File: config.mk
export PLATFORM = sky130hd
export DESIGN_NAME = ann_weight_trainer
export DESIGN_NICKNAME = d
export VERILOG_FILES = /design/src/rtl/ann_weight_trainer.sv
export SDC_FILE = /design/constraint.sdc
export NUM_CORES = 2
export LEC_CHECK = 0
export CAP_MARGIN = 20
export CORE_MARGIN = 8
export CORE_UTILIZATION = 25
export DETAILED_ROUTE_END_ITERATION = 10
export PLACE_DENSITY_LB_ADDON = 0.25
export SLEW_MARGIN = 20
export SYNTH_ARGS = -nofsm -noshare
export SYNTH_HDL_FRONTEND = slang
export SYNTH_SLANG_ARGS = --single-unit
export TNS_END_PERCENT = 50
File: constraint.sdc
create_clock -name clk -period 8.5 [get_ports clk]
set_input_delay 1.275 -clock clk [delete_from_list [all_inputs] [get_ports clk]]
set_output_delay 1.275 -clock clk [all_outputs]
set_load 0.02 [all_outputs]
File: src/rtl/ann_weight_trainer.sv
// Perceptron training engine that feeds the ANN ALU weight-load path.
// It evaluates each labelled sample with its own copy of the weights.
// After a misprediction it updates the weights and presents them to the ALU for one cycle.
module ann_weight_trainer #(
  parameter int unsigned LR_SHIFT  = 0,
  parameter int unsigned BIAS_STEP = 1,
  parameter int unsigned EPOCH_LEN = 8
) (
  input  logic        clk,
  input  logic        rst,
  input  logic        clear,
  input  logic        in_valid,
  output logic        in_ready,
  input  logic [31:0] x1,
  input  logic [31:0] x2,
  input  logic        target,
  output logic        pred,
  output logic        pred_valid,
  output logic [31:0] alu_a,
  output logic [31:0] alu_b,
  output logic [31:0] alu_c,
  output logic [2:0]  alu_src,
  output logic        converged,
  output logic [15:0] err_total
);

  // The counter must hold EPOCH_LEN, because err_cnt can reach it within one epoch.
  localparam int CW = $clog2(EPOCH_LEN + 1) + 1;

  typedef enum logic [1:0] {IDLE, EVAL, DECIDE, WRITE} state_t;

  state_t        r_state;
  state_t        w_next;

  logic [31:0]   r_w1, r_w2, r_w3;
  logic [31:0]   r_x1, r_x2;
  logic          r_target;
  logic [31:0]   r_sum;
  logic [CW-1:0] r_sampleCnt;
  logic [CW-1:0] r_errCnt;
  logic [15:0]   r_errTotal;
  logic          r_converged;
  logic          r_pred;
  logic          r_predValid;

  logic          w_accept;
  logic          w_y;
  logic          w_err;
  logic [31:0]   w_d1, w_d2, w_bias;
  logic [CW-1:0] w_errCntNext;
  logic          w_epochEnd;

  assign w_accept     = in_valid & in_ready;
  assign w_y          = ~r_sum[31];
  assign w_err        = (w_y != r_target);
  assign w_d1         = $signed(r_x1) >>> LR_SHIFT;
  assign w_d2         = $signed(r_x2) >>> LR_SHIFT;
  assign w_bias       = 32'(BIAS_STEP);
  assign w_errCntNext = r_errCnt + {{(CW-1){1'b0}}, w_err};
  assign w_epochEnd   = (r_sampleCnt == CW'(EPOCH_LEN - 1));

  // State register. A reset returns the block to IDLE at once, which also stops any ALU write in progress.
  always_ff @(posedge clk or posedge rst) begin
    if (rst) r_state <= IDLE;
    else     r_state <= w_next;
  end

  // Next state. A request from clear goes straight to a write of zero weights.
  always_comb begin
    w_next = r_state;
    case (r_state)
      IDLE:    if (clear) w_next = WRITE;
               else if (w_accept) w_next = EVAL;
      EVAL:    w_next = DECIDE;
      DECIDE:  w_next = w_err ? WRITE : IDLE;
      WRITE:   w_next = IDLE;
      default: w_next = IDLE;
    endcase
  end

  // Outputs decoded from the state. alu_src depends only on the state, so rst drops it immediately.
  always_comb begin
    in_ready = (r_state == IDLE) & ~clear;
    alu_src  = (r_state == WRITE) ? 3'b101 : 3'b000;
  end

  // Datapath: sample capture, weighted sum, perceptron update and epoch bookkeeping.
  always_ff @(posedge clk or posedge rst) begin
    if (rst) begin
      r_w1        <= '0;
      r_w2        <= '0;
      r_w3        <= '0;
      r_x1        <= '0;
      r_x2        <= '0;
      r_target    <= 1'b0;
      r_sum       <= '0;
      r_sampleCnt <= '0;
      r_errCnt    <= '0;
      r_errTotal  <= '0;
      r_converged <= 1'b0;
      r_pred      <= 1'b0;
      r_predValid <= 1'b0;
    end else begin
      r_predValid <= (r_state == DECIDE);
      case (r_state)
        IDLE: begin
          if (clear) begin
            r_w1        <= '0;
            r_w2        <= '0;
            r_w3        <= '0;
            r_sampleCnt <= '0;
            r_errCnt    <= '0;
            r_errTotal  <= '0;
            r_converged <= 1'b0;
          end else if (w_accept) begin
            r_x1     <= x1;
            r_x2     <= x2;
            r_target <= target;
          end
        end
        EVAL: begin
          r_sum <= r_w1 * r_x1 + r_w2 * r_x2 + r_w3;
        end
        DECIDE: begin
          r_pred <= w_y;
          if (w_err) begin
            if (r_target) begin
              r_w1 <= r_w1 + w_d1;
              r_w2 <= r_w2 + w_d2;
              r_w3 <= r_w3 + w_bias;
            end else begin
              r_w1 <= r_w1 - w_d1;
              r_w2 <= r_w2 - w_d2;
              r_w3 <= r_w3 - w_bias;
            end
            if (r_errTotal != 16'hFFFF) r_errTotal <= r_errTotal + 16'd1;
          end
          if (w_epochEnd) begin
            r_converged <= (w_errCntNext == '0);
            r_sampleCnt <= '0;
            r_errCnt    <= '0;
          end else begin
            r_sampleCnt <= r_sampleCnt + {{(CW-1){1'b0}}, 1'b1};
            r_errCnt    <= w_errCntNext;
          end
        end
        default: ;
      endcase
    end
  end

  assign pred       = r_pred;
  assign pred_valid = r_predValid;
  assign alu_a      = r_w1;
  assign alu_b      = r_w2;
  assign alu_c      = r_w3;
  assign converged  = r_converged;
  assign err_total  = r_errTotal;

endmodule

### After elaboration in Yosys (flattened, before gate mapping)

Cells that the tools add are included.

* muxes and demuxes: 27
* $add $sub $neg: 11
* bitwise operators: 4
* reductions and logical operators: 8
* equal/unequal tests: 11
* $mul: 2

Operators with widths (count)
* 32-bit two-way mux: 7
* 32-bit one-hot mux with 2 select lines: 3
* 32-bit adder: 4
* 32-bit by 32-bit multiplier with 32-bit output: 2
* 32-bit subtractor: 2
* 16-bit two-way mux: 3
* 32-bit by 1-bit adder with 32-bit output (second input constant): 1
* 16-bit one-hot mux with 2 select lines: 1
* 32-bit by 1-bit subtractor with 32-bit output (second input constant): 1
* 5-bit one-hot mux with 2 select lines: 2
* 16-bit by 1-bit adder with 16-bit output (second input constant): 1
* 16-bit != test (second input constant): 1
* 5-bit two-way mux: 3
* 3-bit AND reduction: 3
* 2-bit one-hot mux with 4 select lines: 1
* 2-bit two-way mux: 3
* 2-bit != test (second input constant): 3
* 5-bit by 1-bit adder with 5-bit output: 1
* 5-bit by 1-bit adder with 5-bit output (second input constant): 1
* 5-bit by 3-bit == test with 1-bit output (second input constant): 1
* 5-bit zero test: 1
* 2-bit == test (second input constant): 2
* 4-bit AND reduction: 1
* 3-bit two-way mux: 1
* 11 further kinds: 14

* input port bits: 69
* bits in registers: 224
* output and inout port bits: 119

### Logic depth before layout (Yosys ltp)

* depth in word-level cells: 6
* depth in mapped cells: 33

### Worst setup path before layout

OpenSTA, ideal clock, no wires.

* path type: register -> register
* from: register r_x1[10]
* to: register r_sum[31]
* cell stages (with the launch flop): 31
* arrival: 7.723 ns
* slack: 0.650 ns
* required time: 8.373 ns
* cell sequence: dfrtp_1 > clkbuf_1 > clkbuf_1 > nand2_1 > fa_1 > inv_1 > fa_1 > inv_1 > fa_1 > inv_1 > fa_1 > fa_1 > inv_1 > fa_1 > fa_1 > fa_1 > inv_1 > fa_1 > inv_1 > fa_1 > inv_1 > ha_1 > nand4_1 > nor2_1 > nor4b_1 > a221oi_1 > o21ai_0 > a41o_1 > a21oi_1 > xnor2_1 > o21ai_0

* cells in the longest elaborated chain, start to end: 3

Ends and longest elaborated chain
* start: declaration: RTL line 36 `logic [31:0] r_x1, r_x2;`
* start signal: assignment: RTL line 93 `r_x1 <= '0;`
* start signal: assignment: RTL line 116 `r_x1 <= x1;`
* 32-bit by 32-bit multiplier with 32-bit output: RTL line 122 `r_sum <= r_w1 * r_x1 + r_w2 * r_x2 + r_w3;`
* 32-bit adder (2 in a row): RTL line 122
* end signal: assignment: RTL line 122
* end: declaration: RTL line 38 `logic [31:0] r_sum;`

Every way passes these cells.
A chain may end at the register's enable or synchronous reset.

### Final worst setup path

* from: register r_w2[17] (netlist: alu_b[17])
* to: register r_sum[31]

* cells in the longest elaborated chain, start to end: 3

Ends and longest elaborated chain
* start: declaration: RTL line 35 `logic [31:0] r_w1, r_w2, r_w3;`
* start signal: assignment: RTL line 129 `r_w2 <= r_w2 + w_d2;`
* start signal: assignment: RTL line 133 `r_w2 <= r_w2 - w_d2;`
* 32-bit by 32-bit multiplier with 32-bit output: RTL line 122
* 32-bit adder (2 in a row): RTL line 122

Every way passes these cells.

==> results.toml <==
[run_status]
outcome = "completed"

[layout]
fin_cells = 7578
regArea_um2 = 4850
areaGrowthSynthToFinish_pct = 13.8
most-common-layout-cells = "1008 x inv_1, 903 x fa_1, 610 x nand2_1"
fin_nets = 6507
num-fill-cells = 19500
fin_area_um2 = 52200
final_common_cell = "inv_1"
drive_gt1_share_pct = 5.82
multi_input_area_um2 = 36200

[clocking]
clockBufferDepth = 2
clock_sinks = 193
htree_num_levels = 4
clk_pin_slew_ns = 0.10
cts_tree = "done"
clk_latency_ns = 0.55
cts-hold-fix-buffers = 0
numCtsBuffers = 17
cts_root_buf = "clkbuf_16"

[sta]
setup_viol = 0
tightest_slew_ns = 0.986
min_period_over_period_pct = 96.0
fin_tns_setup_ns = 0
slew_viol_final = 0
worst_hold_slack_ns = 0.499
clock_skew_ns = 0.0293
final_hold_viol_count = 0
rsz0062_at_grt = "false"
max-slew-margin-rel_pct = 33.6
max_freq_mhz = 123
min_period_ns = 8.16

[routing]
drc = 0
wl_per_cell_um = 21.6
routed_wl_mm = 163
drtIter0Drc = 2020
drtPass1Iterations = 5
drtAntennaViolNets = 0
routed_via_density = 4.56
vias = 34500

[worst_setup_path]
max_stage_delay_ns = 0.80
cp.required_ns = 8.94
crit_slowest_cell = "dfrtp_1"
r2r-end = "r_sum[31]$_DFFE_PP0P_"
r2r-start = "alu_b[17]$_DFFE_PP0P_"
worstSetupEndpoint = "r_sum[31]$_DFFE_PP0P_"
r2r_setup_slack_ns = 0.34
crit_arrival_ns = 8.60
cp-end-kind = "register"
cp_max_fo = 15
crit_start = "alu_b[17]$_DFFE_PP0P_"
critical_path_class = "reg -> reg"
reg2reg_depth = 28
cpMostUsedCell = "fa_1"
start_kind = "register"

[place]
dpl.cell_count = 7544
gp_congestion = 0.876
io_buffers = 186
placed_cell_area_um2 = 51500
dpl.hpwl_mm = 138

[logic_synthesis]
ys.flop_type = "dfrtp_1"
synth_fp_nets = 6397
netlist_instances = 5069
syn_avg_cell_area_um2 = 9.04
synth-async-reset-ratio_pct = 100
synth_cell_types = 72
yosys_warnings = 0
synth_edf_count = 0
yosysSeqAreaShare_pct = 10.5
ys_ff_latch = 193
netlist_area_um2 = 45800

[floorplanning]
dieHeight_um = 444
die-area_um2 = 197000
core-area_um2 = 183000
die_x_um = 444
start_util_pct = 25.1
std_cell_rows = 157
ios = 188

[global_routing]
grt_use_total_pct = 16.7
antenna_found_initial = 7
grt_pass1_wl_mm = 249
first_global_vias = 37300
grt_max_degree = 123
grt_overflow = 0

[job]
drv_cap = 0

[min_path]
hold_class = "reg -> reg"
[through the flow]
step	setup WS, ns	utilization [%]
floorplan	0.650	-
global placement	0.196	28.2
detailed placement	0.101	28.2
CTS	0.116	28.5
global route	0.000207	28.6
finish	0.341	28.6
[synth_stat cells (all sizes together), types with 4 or more instances]
cell type | number | area (µm²)
nor3b | 8 | 60.1
o31a | 5 | 43.8
dfrtp | 193 | 4830
nand3b | 8 | 60.1
or4 | 6 | 48.8
xnor2 | 149 | 1310
clkbuf | 255 | 957
nor3 | 38 | 190
nor2b | 14 | 87.6
a221oi | 5 | 50.0
nor2 | 105 | 394
a31oi | 20 | 140
o31ai | 11 | 82.6
a21o | 44 | 330
inv | 1010 | 3790
o21ai | 163 | 816
a211oi | 13 | 97.6
nand4 | 19 | 119
fa | 903 | 18100
o41ai | 11 | 96.3
a211o | 8 | 70.1
mux2 | 55 | 619
a32o | 4 | 40.0
and2 | 546 | 3420
xor2 | 106 | 928
a22oi | 4 | 30.0
a2111oi | 4 | 35.0
a22o | 4 | 35.0
nand2b | 17 | 106
nand3 | 111 | 556
o2111ai | 4 | 35.0
ha | 356 | 4450
a21oi | 114 | 571
buf | 19 | 87.6
nand2 | 612 | 2300
o21bai | 11 | 82.6
nor4 | 11 | 68.8
or3 | 29 | 181
o21a | 19 | 143
and3 | 9 | 61.3
o211ai | 8 | 60.1
[critical path, delay by kind of cell, from the launching register on]
kind,cells,cell delay (ns)
AO/OA/AOI/OAI,5,0.95
adder cells (fa/ha/maj),11,5.24
XOR/XNOR,1,0.15
buffers and inverters,7,0.37
AND/OR/NAND/NOR,4,0.53
flip-flops,1,0.80
[how the worst min path moves through the flow]
| stage | startpoint | slack (ns) | depth (start not counted) | to |
|---|---|---|---|---|
| 5_1_grt | r_x1[9]$_DFFE_PP0P_ | 0.54 | 1 | r_x1[9]$_DFFE_PP0P_ |
| 4_1_cts | r_sampleCnt[4]$_DFFE_PP0P_ | 0.50 | 1 | r_sampleCnt[4]$_DFFE_PP0P_ |
| 6_report | r_sampleCnt[4]$_DFFE_PP0P_ | 0.50 | 1 | r_sampleCnt[4]$_DFFE_PP0P_ |
| 3_3_place_gp | r_sampleCnt[4]$_DFFE_PP0P_ | 0.49 | 1 | r_sampleCnt[4]$_DFFE_PP0P_ |
| 3_5_place_dp | r_sampleCnt[4]$_DFFE_PP0P_ | 0.49 | 1 | r_sampleCnt[4]$_DFFE_PP0P_ |
| 2_1_floorplan | r_sampleCnt[4]$_DFFE_PP0P_ | 0.46 | 1 | r_sampleCnt[4]$_DFFE_PP0P_ |
[registers in the layout (all words and copies together) (netlist names)]
signal	cells
r_x2	32
pred_valid	1
alu_a	32
alu_b	32
r_target	1
alu_c	32
r_errCnt	5
pred	1
r_sampleCnt	5
r_x1	32
r_state	2
converged	1
r_sum	1
err_total	16
[cell families after synthesis]
logic type                 share of synthesized area (%)
AOI/OAI and AO/OA                                   6.41
xor gates and xnor gates                            4.97
adders and majority gates                           49.2
buffers and inverters                               10.6
DFF                                                 10.5
muxes                                               1.42
other                                            0.00818
and+or+nand+nor                                     16.9
[cell type report]
cell class | instances | share of cell area [%]
Multi-Input combinational cell | 3591 | 69.4
Sequential cell | 193 | 9.30
Inverter | 1011 | 7.29
Timing Repair Buffer | 365 | 7.10
Tap cell | 2385 | 5.72
Clock buffer | 17 | 0.815
Clock inverter | 15 | 0.367
Antenna cell | 1 | 0.00480
[routing by layer]
metal	track usage [%]	wire length, µm	up-vias
met1	21.4	69100	18000
met5	0	26	-
met4	4.66	4930	4
met3	2.25	7220	139
li1	-	-	15600
met2	29.5	82200	760
[repair_timing]
| action | 4_1_cts | 5_1_grt |
|---|---|---|
| setup buffers | 0 | 1 |
| setup endpoints to repair | 0 | 1 |
| gates resized for setup | 0 | 18 |
Power is not shown: default switching activity piles up to over one toggle a cycle in this logic, so the estimate is an artifact.
